[src/rtl/dram_access_controller.sv]
// Frame sequencer for the shared data RAM: LOAD from UART Rx, hand to the processor (RUN),
// then stream the result window to UART Tx (DUMP) and park in DONE until reset.
//  state    | meaning
//  PH_LOAD  | rx bytes written to RAM at wr_ptr
//  PH_RUN   | processor drives RAM directly
//  PH_DUMP  | RD -> WT -> TX per result byte
//  PH_DONE  | idle until reset
module dram_access_controller #(
  parameter int ADDR_W    = 16,
  parameter int DATA_W    = 8,
  parameter int IMG_WORDS = 65536,
  parameter int OUT_BASE  = 0,
  parameter int OUT_WORDS = 16384
) (
  input  logic              clock,
  input  logic              reset_n,
  input  logic              rx_valid,
  input  logic [DATA_W-1:0] rx_data,
  input  logic [ADDR_W-1:0] cpu_addr,
  input  logic [DATA_W-1:0] cpu_wdata,
  input  logic              cpu_we,
  input  logic              cpu_done,
  output logic              cpu_start,
  output logic [ADDR_W-1:0] dram_addr,
  output logic [DATA_W-1:0] dram_wdata,
  output logic              dram_we,
  input  logic [DATA_W-1:0] dram_rdata,
  output logic              tx_valid,
  output logic [DATA_W-1:0] tx_data,
  input  logic              tx_ready,
  output logic [1:0]        phase,
  output logic              rx_drop
);

  localparam logic [1:0] PH_LOAD = 2'b00;
  localparam logic [1:0] PH_RUN  = 2'b01;
  localparam logic [1:0] PH_DUMP = 2'b10;
  localparam logic [1:0] PH_DONE = 2'b11;

  localparam logic [1:0] SUB_RD = 2'b00;
  localparam logic [1:0] SUB_WT = 2'b01;
  localparam logic [1:0] SUB_TX = 2'b10;

  // Last-index compares keep a full 2^ADDR_W frame from needing an extra counter bit.
  localparam logic [ADDR_W-1:0] IMG_LAST  = ADDR_W'(IMG_WORDS - 1);
  localparam logic [ADDR_W-1:0] OUT_LAST  = ADDR_W'(OUT_WORDS - 1);
  localparam logic [ADDR_W-1:0] OUT_FIRST = ADDR_W'(OUT_BASE);

  logic [1:0]        phase_q, phase_d;
  logic [1:0]        sub_q, sub_d;
  logic [ADDR_W-1:0] wr_ptr_q, wr_ptr_d;
  logic [ADDR_W-1:0] rd_ptr_q, rd_ptr_d;
  logic [ADDR_W-1:0] out_cnt_q, out_cnt_d;
  logic              load_last_q, load_last_d;
  logic              ld_we_q, ld_we_d;
  logic [ADDR_W-1:0] ld_addr_q, ld_addr_d;
  logic [DATA_W-1:0] ld_wdata_q, ld_wdata_d;
  logic              cpu_start_q, cpu_start_d;
  logic              tx_valid_q, tx_valid_d;
  logic [DATA_W-1:0] tx_data_q, tx_data_d;
  logic              rx_drop_q, rx_drop_d;

  always_comb begin
    phase_d     = phase_q;
    sub_d       = sub_q;
    wr_ptr_d    = wr_ptr_q;
    rd_ptr_d    = rd_ptr_q;
    out_cnt_d   = out_cnt_q;
    load_last_d = load_last_q;
    ld_we_d     = 1'b0;
    ld_addr_d   = ld_addr_q;
    ld_wdata_d  = ld_wdata_q;
    cpu_start_d = 1'b0;
    tx_valid_d  = tx_valid_q;
    tx_data_d   = tx_data_q;
    rx_drop_d   = rx_drop_q;

    // The cycle after the final LOAD strobe is already closed to new bytes.
    if (rx_valid && (phase_q != PH_LOAD || load_last_q)) rx_drop_d = 1'b1;

    case (phase_q)
      PH_LOAD: begin
        if (load_last_q) begin
          phase_d     = PH_RUN;
          cpu_start_d = 1'b1;
          load_last_d = 1'b0;
        end else if (rx_valid) begin
          ld_we_d    = 1'b1;
          ld_addr_d  = wr_ptr_q;
          ld_wdata_d = rx_data;
          wr_ptr_d   = wr_ptr_q + 1'b1;
          if (wr_ptr_q == IMG_LAST) load_last_d = 1'b1;
        end
      end
      PH_RUN: begin
        if (cpu_done) begin
          phase_d = PH_DUMP;
          sub_d   = SUB_RD;
        end
      end
      PH_DUMP: begin
        case (sub_q)
          SUB_RD: sub_d = SUB_WT;
          SUB_WT: begin
            tx_data_d  = dram_rdata;
            tx_valid_d = 1'b1;
            sub_d      = SUB_TX;
          end
          SUB_TX: begin
            if (tx_ready) begin
              tx_valid_d = 1'b0;
              rd_ptr_d   = rd_ptr_q + 1'b1;
              out_cnt_d  = out_cnt_q + 1'b1;
              if (out_cnt_q == OUT_LAST) begin
                phase_d   = PH_DONE;
                tx_data_d = '0;
              end else begin
                sub_d = SUB_RD;
              end
            end
          end
          default: sub_d = SUB_RD;
        endcase
      end
      default: ;
    endcase
  end

  always_comb begin
    dram_addr  = '0;
    dram_wdata = '0;
    dram_we    = 1'b0;
    case (phase_q)
      PH_LOAD: begin
        dram_addr  = ld_addr_q;
        dram_wdata = ld_wdata_q;
        dram_we    = ld_we_q;
      end
      PH_RUN: begin
        dram_addr  = cpu_addr;
        dram_wdata = cpu_wdata;
        dram_we    = cpu_we;
      end
      PH_DUMP: dram_addr = rd_ptr_q;
      default: ;
    endcase
  end

  always_ff @(posedge clock) begin
    if (!reset_n) begin
      phase_q     <= PH_LOAD;
      sub_q       <= SUB_RD;
      wr_ptr_q    <= '0;
      rd_ptr_q    <= OUT_FIRST;
      out_cnt_q   <= '0;
      load_last_q <= 1'b0;
      ld_we_q     <= 1'b0;
      ld_addr_q   <= '0;
      ld_wdata_q  <= '0;
      cpu_start_q <= 1'b0;
      tx_valid_q  <= 1'b0;
      tx_data_q   <= '0;
      rx_drop_q   <= 1'b0;
    end else begin
      phase_q     <= phase_d;
      sub_q       <= sub_d;
      wr_ptr_q    <= wr_ptr_d;
      rd_ptr_q    <= rd_ptr_d;
      out_cnt_q   <= out_cnt_d;
      load_last_q <= load_last_d;
      ld_we_q     <= ld_we_d;
      ld_addr_q   <= ld_addr_d;
      ld_wdata_q  <= ld_wdata_d;
      cpu_start_q <= cpu_start_d;
      tx_valid_q  <= tx_valid_d;
      tx_data_q   <= tx_data_d;
      rx_drop_q   <= rx_drop_d;
    end
  end

  assign cpu_start = cpu_start_q;
  assign tx_valid  = tx_valid_q;
  assign tx_data   = tx_data_q;
  assign phase     = phase_q;
  assign rx_drop   = rx_drop_q;

endmodule

[config.mk]
export PLATFORM = sky130hd
export DESIGN_NAME = dram_access_controller
export DESIGN_NICKNAME = d
export VERILOG_FILES = /design/src/rtl/dram_access_controller.sv
export SDC_FILE = /design/constraint.sdc
export NUM_CORES = 1
export LEC_CHECK = 0
export ABC_AREA = 1
export BUFFER_PORTS_ARGS = -buffer_cell sky130_fd_sc_hd__buf_2
export CORE_MARGIN = 4
export CORE_UTILIZATION = 45
export DETAILED_ROUTE_END_ITERATION = 7
export PLACE_DENSITY_LB_ADDON = 0.3
export REMOVE_ABC_BUFFERS = 1
export SYNTH_ARGS = -nofsm -noshare
export SYNTH_HDL_FRONTEND = slang
export SYNTH_SLANG_ARGS = --single-unit
[constraint.sdc]
create_clock -name clock -period 1.6 [get_ports clock]
set_input_delay 0.16 -clock clock [delete_from_list [all_inputs] [get_ports clock]]
set_output_delay 0.16 -clock clock [all_outputs]
set_load 0.05 [all_outputs]
After elaboration in Yosys (flattened, before gate mapping)
Cells that the tools add are included.
{"block": "classes", "n_addsub": 3, "n_eq_ne": 15, "mux": 24, "bitwise_logic": 3, "reduce_logical": 16}
{"op": "adder 16 x 1 -> 16 bit, second input constant", "count": 3}
{"op": "case mux 16 bit (3 select lines)", "count": 1}
{"op": "case mux 8 bit (2 select lines)", "count": 2}
{"op": "equality test 16 x 14 -> 1 bit, second input constant", "count": 1}
{"op": "equality test 16 bit, second input constant", "count": 1}
{"op": "two-way mux 2 bit", "count": 8}
{"op": "two-way mux 8 bit", "count": 2}
{"op": "inequality test 2 bit, second input constant", "count": 6}
{"op": "case mux 2 bit (3 select lines)", "count": 2}
{"op": "AND reduction 3 bit", "count": 3}
{"op": "AND reduction 4 bit", "count": 2}
{"op": "two-way mux 1 bit", "count": 6}
{"op": "inequality test 3 bit, second input constant", "count": 2}
{"op": "AND reduction 6 bit", "count": 1}
{"op": "nonzero test 2 bit", "count": 3}
{"op": "equality test 2 x 1 -> 1 bit, second input constant", "count": 2}
{"op": "equality test 2 bit, second input constant", "count": 2}
{"op": "zero test 2 bit", "count": 2}
{"op": "case mux 1 bit (2 select lines)", "count": 2}
{"op": "case mux 2 bit (2 select lines)", "count": 1}
{"op": "NOT 1 bit", "count": 3}
{"op": "nonzero test 3 bit", "count": 1}
{"op": "OR reduction 3 bit", "count": 1}
{"op": "inequality test 2 x 1 -> 1 bit, second input constant", "count": 1}
{"op": "3 further kinds", "count": 3}
{"block": "totals", "reg_bits": 89, "in_bits": 46, "output_inout_bits": 38, "word_cells": 74}

Depth between registers and ports, before layout
Gate-level depths: netlist (run 1).
{"block": "logic_depth", "depth_word": 5, "mapped_depth": 11, "ltp_nobuf": 10}

Worst setup path before layout (run 1)
No wires, ideal clock.
{"block": "synth_timing", "kind": "reg2out", "startpoint": "register phase_q[0], in the netlist phase[0]", "endpoint": "output port dram_wdata[2]", "arrival_ns": 2.400, "required_time_ns": 1.440, "setup_slack_ns": -0.960, "stages_incl_launch_ff": 6, "path_buffers": 1, "cell_sequence": "dfxtp_1 inv_1 ha_1 clkbuf_1 inv_1 o21ai_0"}
{"block": "synth_between", "elab_chain_len": 2, "elab_cells_between_ends": 3, "classes_between": "eq/ne: 1; mux: 1; reduce/logical: 1"}
{"item": "start: declaration", "line_no": "49", "text": "logic [1:0] phase_q, phase_d;"}
{"item": "start signal: assignment", "line_no": "165", "text": "phase_q <= phase_d;"}
{"item": "equality test 2 x 1 -> 1 bit or zero test 2 bit (tied branches)", "line_no": "133", "text": "case (phase_q)"}
{"item": "case mux 8 bit (2 select lines) (*)", "line_no": "133"}
{"item": "end: declaration", "line_no": "25", "text": "output logic [DATA_W-1:0] dram_wdata,"}
Mark *: on every way between the ends. The rest lies on a longest branch, timed or not.

Final worst setup path (run 1)
{"block": "layout_timing", "startpoint": "register phase_q[1], in the netlist phase[1]", "endpoint": "output port dram_wdata[3]"}
Same word-level chain as after synthesis.

==> results of run 1 <==
[timing repair]
item / CTS / global route
gates resized for setup: 160 / 198
gates cloned: 2 / 6
setup buffers: 11 / 16
setup endpoints to repair: 36 / 94
pin swaps: 17 / 57
hold buffers: 0 / 0
[critical path: stages, from the launching register on]
cell and delay (ns):
dfxtp_4 0.38, inv_4 0.08, ha_4 0.17, buf_6 0.15, clkinvlp_4 0.19, o21ai_2 0.19, buf_6 0.18
[final cells by class]
| type | instances | area, um2 | area share |
|---|---|---|---|
| timing repair buffer | 148 | 1430 | 0.207 |
| inverter | 89 | 358 | 0.0519 |
| sequential | 89 | 1800 | 0.260 |
| multi-input combinational | 470 | 2960 | 0.429 |
| timing repair inverter | 1 | 7.51 | 0.00109 |
| clock inverter | 3 | 40.0 | 0.00580 |
| tap | 129 | 161 | 0.0234 |
| clock buffer | 13 | 149 | 0.0216 |
[synth_stat cells (2+ instances only)]
cell | instances | share of area
o21ai_0 | 44 | 0.050
buf_2 | 4 | 0.0045
nor3_1 | 15 | 0.017
o211ai_1 | 8 | 0.014
inv_1 | 86 | 0.073
clkbuf_1 | 16 | 0.014
a31oi_1 | 3 | 0.0043
nand3_1 | 47 | 0.053
nor2_1 | 76 | 0.065
xor2_1 | 3 | 0.0060
nor3b_1 | 2 | 0.0034
dfxtp_1 | 89 | 0.40
inv_2 | 3 | 0.0026
ha_1 | 7 | 0.020
nand2_1 | 179 | 0.15
a21oi_1 | 65 | 0.074
nor2_4 | 4 | 0.010
buf_1 | 5 | 0.0043
nand4_1 | 5 | 0.0071
xnor2_1 | 2 | 0.0040
[final timing paths]
check	from	endpoint	slack [ns]	depth (start not counted)
max	phase[1]	dram_wdata[3]	-0.26	6
min	rx_data[2]	ld_wdata_q[2]	0.07	3
max reg2reg	phase[0]	rd_ptr_q[15]	-0.17	12
min reg2reg	out_cnt_q[9]	out_cnt_q[9]	0.45	2
[power by group through the flow]
stage	logic, uW	registers [uW]	clock network, uW
floorplan	192	2300	0
global placement	326	2300	0
detailed placement	331	2310	0
CTS	391	2250	1560
global route	536	2250	1660
finish	507	2250	1580
[logic make-up after synthesis]
group,Yosys count,synth area share
xor gates and xnor gates,5,0.00994
and+or+nand+nor,335,0.321
AOI/OAI and AO/OA,123,0.147
DFF,89,0.404
buffers and inverters,114,0.0982
adders and majority gates,7,0.0199
[state kept, by name (all words and copies together) (netlist names), 2 cells and up]
name and flops:
tx_data 8, out_cnt_q 16, sub_q 2, ld_addr_q 16, wr_ptr_q 16, ld_wdata_q 8
rd_ptr_q 16, phase 2
[routing by layer]
| metal | wire (um) | vias up | share of wire | global-route usage |
|---|---|---|---|---|
| li1 | - | 2416 | - | - |
| met1 | 5960 | 2402 | 0.39 | 0.265 |
| met2 | 7800 | 222 | 0.51 | 0.406 |
| met3 | 939 | 51 | 0.061 | 0.0331 |
| met4 | 636 | 0 | 0.041 | 0.116 |
| met5 | 0 | - | 0 | 0 |
[through the flow]
step	cells	total power, uW	TNS, ns	hold slack, ns
after floorplan	648	2490	-66.08	0.280
after global placement	893	2630	0	0.429
after detailed placement	893	2640	-0.298	0.433
after CTS	922	4200	-3.76	0.0792
after global routing	942	4450	-13.07	0.0684
final	942	4340	-7.88	0.0664
==> results_tabular.tex, run 1 <==
\begin{tabular}{lr}
\hline
Metric & Value \\
\hline
\multicolumn{2}{l}{\textbf{Status}} \\
\quad Run status & finished with violations \\
\quad Violations in the final reports & setup timing \\
\multicolumn{2}{l}{\textbf{Timing}} \\
\quad Final setup violation count & 69 \\
\quad Headroom to the max-slew limit & 0.669 \\
\quad Final Max Tran Viols & 0 \\
\quad Final Hold Viols & 0 \\
\quad Clock Skew & 0.00922 ns \\
\quad Final critical-path share of the clock period & 1.16 \\
\quad FMAX & 538 MHz \\
\quad Final setup slack of the worst path & -0.258 ns \\
\quad Actual transition at the worst max-transition pin & 0.497 ns \\
\quad Clock period minus final worst setup slack & 1.86 ns \\
\quad RSZ-0062 raised after global routing & true \\
\multicolumn{2}{l}{\textbf{Clock network}} \\
\quad Root buffer cell & clkbuf\_8 \\
\quad Clk Latency, worst-skew pair & 0.37 ns \\
\quad CTS tree & done \\
\quad Num CTS Buffers & 9 \\
\quad Clock-pin slew of the registers on the worst-case setup and hold paths & 0.09 ns \\
\quad H-Tree Depth & 3 \\
\quad Clock tree sinks & 89 \\
\quad Maximum buffer depth of the clock tree & 2 \\
\multicolumn{2}{l}{\textbf{Setup path}} \\
\quad Critical path required time & 1.44 ns \\
\quad Endpoint arrival time on the critical path & 1.70 ns \\
\quad CP startpoint kind & flop \\
\quad Highest fanout seen on the critical path & 6 \\
\quad Critical Path End Type & primary output \\
\quad Startpoint-to-endpoint class of the critical path & reg2out \\
\multicolumn{2}{l}{\textbf{Final layout}} \\
\quad Post-route design area & 6900 um2 \\
\quad Most common cell after layout, fill and taps aside & nand2\_1 \\
\quad Final standard cell utilization of the core & 0.736 \\
\quad Commonest cells after routing, fill and taps aside & 129 x nand2\_1, 82 x dfxtp\_1, 65 x inv\_1 \\
\quad Number of nets at the end of the flow & 861 \\
\quad Synthesis-to-finish area growth & 56.6\% \\
\quad Diode count & 0 \\
\quad Count of fill cells added during filler insertion & 641 \\
\quad Layout cells sized above 1 & 0.418 \\
\multicolumn{2}{l}{\textbf{Floorplanning}} \\
\quad Die footprint & 11400 um2 \\
\quad Floorplan die width & 107 um \\
\quad Die extent in y & 107 um \\
\quad Ports placed on the boundary & 84 \\
\quad Starting density of the core & 0.470 \\
\quad Number of placement rows & 35 \\
\quad Area of the core region & 9370 um2 \\
\multicolumn{2}{l}{\textbf{Drt}} \\
\quad Initial DRC Count & 357 \\
\quad Final wirelength & 15.3 mm \\
\quad Routed vias/inst & 5.40 \\
\quad Remaining number of nets flagged by the antenna check after routing & 0 \\
\quad Length of the first detailed-routing pass in iterations & 5 \\
\quad Wire length per cell & 16.3 um \\
\quad Post-route DRC & 0 \\
\quad Vias post-DR & 5091 \\
\multicolumn{2}{l}{\textbf{Power}} \\
\quad Static Leakage & 0.00307 uW \\
\quad Cell area power density & 629 nW/um2 \\
\quad Internal power & 3200 uW \\
\quad Share of power burned in the clock network & 0.364 \\
\quad Sequential fraction of design power & 0.519 \\
\quad Switching portion of total power & 0.262 \\
\quad Share of total power in combinational logic & 0.117 \\
\quad Peak supply drop & 0.000368 V \\
\quad Switching Power & 1140 uW \\
\multicolumn{2}{l}{\textbf{Global routing}} \\
\quad Total routing usage reported by global routing & 0.228 \\
\quad Initial antenna violation count & 0 \\
\quad Largest net degree at the start of global routing & 43 \\
\quad Aggregate global routing overflow & 0 \\
\quad Wire length of the first global-routing pass & 21.1 mm \\
\quad Via count of the first global-routing pass & 4763 \\
\multicolumn{2}{l}{\textbf{Synthesis}} \\
\quad Post-synth EDFFs & 0 \\
\quad \#FFs+latches synth & 89 \\
\quad Main synth FF type & dfxtp\_1 \\
\quad Yosys synthesis warning count & 0 \\
\quad Share of synthesized registers carrying an async set or reset & 0 \\
\quad Mapped Cells & 673 \\
\quad Synth Area per Inst & 6.55 um2 \\
\quad Share of synthesized area occupied by flip-flops and latches & 0.404 \\
\quad Synth cell types & 30 \\
\quad Post-synthesis cell area & 4410 um2 \\
\multicolumn{2}{l}{\textbf{Job}} \\
\quad Number of maximum-capacitance constraint violations & 0 \\
\multicolumn{2}{l}{\textbf{Place}} \\
\quad Routability congestion estimate & 0.874 \\
\quad Post-placement cell area & 5210 um2 \\
\quad Worst slack after detailed placement & -0.0761 ns \\
\quad \# port buffers & 83 \\
\quad Half-perimeter wire length after detailed placement & 8.45 mm \\
\multicolumn{2}{l}{\textbf{Hold path}} \\
\quad Worst Hold Class & in2reg \\
\hline
\end{tabular}
No activity file was read; power rests on OpenSTA's default activity.
==> run 2, diff against run 1 <==
--- a/config.mk
+++ b/config.mk
@@ -10,7 +10,7 @@
 export CORE_MARGIN = 4
 export CORE_UTILIZATION = 45
 export DETAILED_ROUTE_END_ITERATION = 7
-export PLACE_DENSITY_LB_ADDON = 0.3
+export PLACE_DENSITY = 0.71
 export REMOVE_ABC_BUFFERS = 1
 export SYNTH_ARGS = -nofsm -noshare
 export SYNTH_HDL_FRONTEND = slang
==> run 2 against run 1 <==
The run still ends with setup timing left. Clock-buffer cell count decreased by 3. Total power decreased by 1.9%. Flip-flop and latch count unchanged. Utilization decreased by 8.5 points. Non-clock buffer count decreased by 6. Design area decreased by 11%. Cell count decreased by 0.74%. Register-to-register slack improved by 0.13 ns. Critical endpoint is now dram_wdata[4].
==> results_tabular.tex, run 2 (synthesis results as in run 1) <==
\begin{tabular}{lr}
\hline
Metric & Value \\
\hline
\multicolumn{2}{l}{\textbf{Drt}} \\
\quad Post-route met1 wirelength & 5.46 mm \\
\quad Wire length per cell & 13.6 um \\
\quad Final wirelength & 12.7 mm \\
\quad Metal3 WL & 606 um \\
\quad Length of the first detailed-routing pass in iterations & 5 \\
\quad Post-route DRC & 0 \\
\quad Top layer reached by signal wires & met4 \\
\quad Routed vias/inst & 5.08 \\
\quad Total length of routed met2 wires & 6.42 mm \\
\quad Remaining number of nets flagged by the antenna check after routing & 0 \\
\quad Initial DRC Count & 287 \\
\quad Vias post-DR & 4748 \\
\multicolumn{2}{l}{\textbf{Clock network}} \\
\quad H-Tree Depth & 3 \\
\quad CTS tree & done \\
\quad Root buffer cell & clkbuf\_8 \\
\quad Clk Latency, worst-skew pair & 0.35 ns \\
\quad Hold-fix buffers at CTS & 0 \\
\quad Maximum buffer depth of the clock tree & 2 \\
\quad Clock tree sinks & 89 \\
\quad Clock-pin slew of the registers on the worst-case setup and hold paths & 0.09 ns \\
\quad Num CTS Buffers & 9 \\
\multicolumn{2}{l}{\textbf{Timing}} \\
\quad Final Hold Viols & 0 \\
\quad Final setup slack of the worst path & -0.229 ns \\
\quad Worst-case hold slack & 0.100 ns \\
\quad FMAX & 547 MHz \\
\quad Final Max Tran Viols & 0 \\
\quad Final setup violation count & 29 \\
\quad Final critical-path share of the clock period & 1.14 \\
\quad Headroom to the max-slew limit & 0.643 \\
\quad Clock period minus final worst setup slack & 1.83 ns \\
\quad Actual transition at the worst max-transition pin & 0.534 ns \\
\quad Clock Skew & 0.0102 ns \\
\quad RSZ-0062 raised after global routing & true \\
\multicolumn{2}{l}{\textbf{Place}} \\
\quad \# port buffers & 83 \\
\quad Routability congestion estimate & 0.872 \\
\quad Half-perimeter wire length after detailed placement & 8.94 mm \\
\quad Worst slack after detailed placement & -0.114 ns \\
\multicolumn{2}{l}{\textbf{Power}} \\
\quad Sequential fraction of design power & 0.529 \\
\quad Cell area power density & 697 nW/um2 \\
\quad Switching Power & 1090 uW \\
\quad Switching portion of total power & 0.257 \\
\quad Static Leakage & 0.00272 uW \\
\quad Internal power & 3160 uW \\
\quad Share of power burned in the clock network & 0.379 \\
\quad Share of total power in combinational logic & 0.092 \\
\quad Peak supply drop & 0.000442 V \\
\multicolumn{2}{l}{\textbf{Final layout}} \\
\quad Layout cells sized above 1 & 0.293 \\
\quad Diode count & 0 \\
\quad Synthesis-to-finish area growth & 38.6\% \\
\quad Most common cell after layout, fill and taps aside & nand2\_1 \\
\quad Number of nets at the end of the flow & 854 \\
\quad Commonest cells after routing, fill and taps aside & 170 x nand2\_1, 81 x dfxtp\_1, 72 x inv\_1 \\
\multicolumn{2}{l}{\textbf{Status}} \\
\quad Run status & finished with violations \\
\quad Violations in the final reports & setup timing \\
\multicolumn{2}{l}{\textbf{Floorplanning}} \\
\quad Die footprint & 11400 um2 \\
\quad Area of the core region & 9370 um2 \\
\quad Starting density of the core & 0.470 \\
\quad Floorplan die width & 107 um \\
\quad Ports placed on the boundary & 84 \\
\quad Die extent in y & 107 um \\
\quad Number of placement rows & 35 \\
\multicolumn{2}{l}{\textbf{Global routing}} \\
\quad Largest net degree at the start of global routing & 29 \\
\quad Total routing usage reported by global routing & 0.212 \\
\quad Aggregate global routing overflow & 0 \\
\quad Wire length of the first global-routing pass & 19.8 mm \\
\quad Via count of the first global-routing pass & 4373 \\
\quad Initial antenna violation count & 0 \\
\multicolumn{2}{l}{\textbf{Setup path}} \\
\quad Startpoint-to-endpoint class of the critical path & reg2out \\
\quad Highest fanout seen on the critical path & 5 \\
\quad Number of cells on the worst reg-to-reg path & 10 \\
\quad Setup slack of the worst register-to-register path & -0.04 ns \\
\quad CP startpoint kind & flop \\
\quad R2r startpoint & phase[0] \\
\quad Endpoint arrival time on the critical path & 1.67 ns \\
\quad Endpoint of the worst register-to-register path & rd\_ptr\_q[13] \\
\quad Critical path required time & 1.44 ns \\
\quad Critical Path End Type & primary output \\
\multicolumn{2}{l}{\textbf{Hold path}} \\
\quad Worst Min Path Start & rx\_data[0] \\
\quad Destination of the worst hold path & ld\_wdata\_q[0] \\
\quad Hold depth & 3 \\
\quad Worst Hold Class & in2reg \\
\multicolumn{2}{l}{\textbf{Job}} \\
\quad Number of maximum-capacitance constraint violations & 0 \\
\hline
\end{tabular}
==> run 2: worst max path at each step <==
stage                     startpoint       endpoint  slack [ns]
after floorplan             phase[0]   wr_ptr_q[15]       -1.25
final                       phase[0]  dram_wdata[4]       -0.23
after detailed placement    phase[0]     tx_data[2]       -0.11
after CTS                   phase[1]   dram_addr[7]       -0.24
after global placement      phase[0]   rd_ptr_q[15]       -0.02
after global routing        phase[0]  dram_addr[11]       -0.32
==> run 2: per-layer routing <==
metal | global-route usage | up-vias
met4 | 0.0630 | 0
li1 | - | 2412
met1 | 0.270 | 2192
met2 | 0.366 | 122
met3 | 0.0391 | 22
met5 | 0 | -
==> run 2: area by class of cell <==
class | instances | area, um2
multi-input combinational | 470 | 2440
inverter | 89 | 343
fill | 834 | 3270
tap | 129 | 161
timing repair buffer | 142 | 1160
clock buffer | 10 | 138
clock inverter | 6 | 65.1
sequential | 89 | 1790
==> run 2: power groups by stage <==
stage | logic (uW) | clock network, uW | registers [uW]
final | 393 | 1610 | 2250
after global routing | 426 | 1730 | 2260
after CTS | 362 | 1620 | 2250
after detailed placement | 335 | 0 | 2310
after global placement | 330 | 0 | 2300
after floorplan | 192 | 0 | 2300
==> run 2: stage by stage <==
stage	instance area, um2	TNS [ns]	instances	total power, uW	utilization
after floorplan	4310	-66.08	648	2490	-
after global placement	5250	-0.108	902	2630	0.560
after detailed placement	5250	-0.935	902	2640	0.560
after CTS	5680	-4.32	921	4230	0.606
after global routing	6110	-8.87	935	4410	0.652
final	6110	-4.83	935	4260	0.652
==> run 2: what timing repair did <==
action | in CTS | in global routing
endpoints found under the setup margin | 46 | 68
setup buffers | 3 | 15
pin swaps | 3 | 20
gates resized for setup | 70 | 107
==> run 2: critical path: stages (launching register included) <==
cell and delay, ns:
dfxtp_2 0.33, inv_2 0.08, ha_4 0.15, buf_8 0.13, clkinvlp_4 0.13, buf_4 0.18
o21ai_2 0.14, buf_6 0.17
==> run 3, diff against run 2 <==
--- a/config.mk
+++ b/config.mk
@@ -10,7 +10,7 @@
 export CORE_MARGIN = 4
 export CORE_UTILIZATION = 45
 export DETAILED_ROUTE_END_ITERATION = 7
-export PLACE_DENSITY = 0.71
+export PLACE_DENSITY = 0.68
 export REMOVE_ABC_BUFFERS = 1
 export SYNTH_ARGS = -nofsm -noshare
 export SYNTH_HDL_FRONTEND = slang
==> constraint.sdc (replaced) <==
create_clock -name clock -period 2.3 [get_ports clock]
set_input_delay 0.23 -clock clock [delete_from_list [all_inputs] [get_ports clock]]
set_output_delay 0.23 -clock clock [all_outputs]
set_load 0.05 [all_outputs]
==> run 3 against run 2 <==
The flow now finishes without violations. Clock power is 31% lower. Non-clock buffer count is 47 lower. Combinational power fell by 42%. Clock-buffer cell count rose by 2. Global-route usage is 1.5 points lower. Clock skew increased by 0.0020 ns. Die area is the same. Design area shrank 15%. Sequential share of layout area up 4.8 points.
==> results_tabular.tex, run 3 (synthesis results as in run 1) <==
\begin{tabular}{lr}
\hline
Metric & Value \\
\hline
\multicolumn{2}{l}{\textbf{Clock network}} \\
\quad Hold-fix buffers at CTS & 0 \\
\quad Clock-pin slew of the registers on the worst-case setup and hold paths & 0.08 ns \\
\quad Maximum buffer depth of the clock tree & 2 \\
\quad CTS tree & done \\
\quad Clock tree sinks & 89 \\
\quad H-Tree Depth & 3 \\
\quad Clk Latency, worst-skew pair & 0.36 ns \\
\quad Root buffer cell & clkbuf\_8 \\
\quad Num CTS Buffers & 9 \\
\multicolumn{2}{l}{\textbf{Floorplanning}} \\
\quad Number of placement rows & 35 \\
\quad Starting density of the core & 0.470 \\
\quad Die extent in y & 107 um \\
\quad Area of the core region & 9370 um2 \\
\quad Floorplan die width & 107 um \\
\quad Ports placed on the boundary & 84 \\
\quad Die footprint & 11400 um2 \\
\multicolumn{2}{l}{\textbf{Timing}} \\
\quad Final critical-path share of the clock period & 0.965 \\
\quad RSZ-0062 raised after global routing & false \\
\quad Headroom to the max-slew limit & 0.632 \\
\quad Final Hold Viols & 0 \\
\quad FMAX & 451 MHz \\
\quad Final setup violation count & 0 \\
\quad Final Max Tran Viols & 0 \\
\quad Clock Skew & 0.0122 ns \\
\quad Worst-case hold slack & 0.154 ns \\
\quad Actual transition at the worst max-transition pin & 0.551 ns \\
\quad Clock period minus final worst setup slack & 2.22 ns \\
\multicolumn{2}{l}{\textbf{Drt}} \\
\quad Vias post-DR & 4395 \\
\quad Post-route DRC & 0 \\
\quad Metal3 WL & 705 um \\
\quad Remaining number of nets flagged by the antenna check after routing & 0 \\
\quad Length of the first detailed-routing pass in iterations & 5 \\
\quad Post-route met1 wirelength & 4.94 mm \\
\quad Initial DRC Count & 352 \\
\quad Top layer reached by signal wires & met5 \\
\quad Final wirelength & 11.1 mm \\
\quad Routed vias/inst & 4.95 \\
\quad Wire length per cell & 12.5 um \\
\quad Total length of routed met2 wires & 5.33 mm \\
\multicolumn{2}{l}{\textbf{Setup path}} \\
\quad Startpoint-to-endpoint class of the critical path & reg2out \\
\quad Critical Path Sink & dram\_wdata[5] \\
\quad Number of cells on the worst reg-to-reg path & 8 \\
\quad CP startpoint & phase[0] \\
\quad R2r startpoint & phase[0] \\
\quad Highest fanout seen on the critical path & 20 \\
\quad CP startpoint kind & flop \\
\quad Critical path required time & 2.07 ns \\
\quad Critical Path End Type & primary output \\
\quad Endpoint arrival time on the critical path & 1.99 ns \\
\quad Endpoint of the worst register-to-register path & load\_last\_q \\
\quad Setup slack of the worst register-to-register path & 0.41 ns \\
\multicolumn{2}{l}{\textbf{Power}} \\
\quad Cell area power density & 558 nW/um2 \\
\quad Sum of internal, switching and leakage power & 2910 uW \\
\quad Static Leakage & 0.00236 uW \\
\quad Peak supply drop & 0.000389 V \\
\multicolumn{2}{l}{\textbf{Global routing}} \\
\quad Aggregate global routing overflow & 0 \\
\quad Initial antenna violation count & 1 \\
\quad Via count of the first global-routing pass & 4031 \\
\quad Wire length of the first global-routing pass & 18.3 mm \\
\quad Total routing usage reported by global routing & 0.197 \\
\quad Largest net degree at the start of global routing & 36 \\
\multicolumn{2}{l}{\textbf{Final layout}} \\
\quad Most common cell after layout, fill and taps aside & nand2\_1 \\
\quad Synthesis-to-finish area growth & 18.2\% \\
\quad Non-filler instance count after layout & 888 \\
\quad Commonest cells after routing, fill and taps aside & 179 x nand2\_1, 89 x dfxtp\_1, 85 x inv\_1 \\
\quad Number of nets at the end of the flow & 807 \\
\quad Count of fill cells added during filler insertion & 929 \\
\quad Layout cells sized above 1 & 0.162 \\
\quad Final standard cell utilization of the core & 0.556 \\
\quad Diode count & 0 \\
\quad Post-route design area & 5210 um2 \\
\multicolumn{2}{l}{\textbf{Place}} \\
\quad Half-perimeter wire length after detailed placement & 8.10 mm \\
\quad Post-placement cell area & 4970 um2 \\
\quad Number of cells in the design after placement & 871 \\
\quad Routability congestion estimate & 0.828 \\
\quad \# port buffers & 83 \\
\multicolumn{2}{l}{\textbf{Hold path}} \\
\quad Hold depth & 3 \\
\quad Worst Hold Class & in2reg \\
\multicolumn{2}{l}{\textbf{Job}} \\
\quad Number of maximum-capacitance constraint violations & 0 \\
\multicolumn{2}{l}{\textbf{Status}} \\
\quad Run status & finished clean \\
\hline
\end{tabular}
run 3: final cells by class:
cell class                      instances  area (um2)  area share
Multi-Input combinational cell        470        2190       0.421
Inverter                               89         338      0.0648
Sequential cell                        89        1780       0.342
Timing Repair Buffer                   95         528       0.101
Clock buffer                           12         155      0.0298
Tap cell                              129         161      0.0310
Clock inverter                          4        51.3     0.00985
run 3: per-stage QoR:
step | worst slack (ns) | setup TNS, ns
2_1_floorplan | -0.549 | -9.36
4_1_cts | 0.0113 | 0
6_report | 0.0814 | 0
5_1_grt | 0.00512 | 0
3_3_place_gp | 0.483 | 0
3_5_place_dp | 0.395 | 0
run 3: how the worst min path moves through the flow:
stage / end / start / slack [ns]
floorplan: tx_data[2] / reset_n / 0.35
global placement: out_cnt_q[9] / out_cnt_q[9] / 0.43
detailed placement: out_cnt_q[9] / out_cnt_q[9] / 0.44
CTS: ld_wdata_q[3] / rx_data[3] / 0.15
global route: ld_wdata_q[2] / rx_data[2] / 0.16
finish: rx_drop / rx_valid / 0.15
run 3: critical path: stages, from the launching register on:
cell	delay [ns]
dfxtp_1	0.36
inv_1	0.10
ha_1	0.25
buf_8	0.22
clkinvlp_4	0.19
o21ai_0	0.21
buf_2	0.29
run 3: where the power goes:
group,total [uW],switching (uW),internal (uW)
clock,1110,549,563
sequential,1570,7.86,1560
combinational,229,153,76.2
total,2910,709,2200
run 3: routing by layer:
layer  vias up  track usage
met5         -            0
met4         2       0.0447
met3        16       0.0464
met2       128        0.350
met1      1942        0.242
li1       2307            -
run 3: repair_timing:
item | in CTS | in global routing
resized for setup | 0 | 15
setup endpoints to repair | 0 | 19
setup buffers | 0 | 1
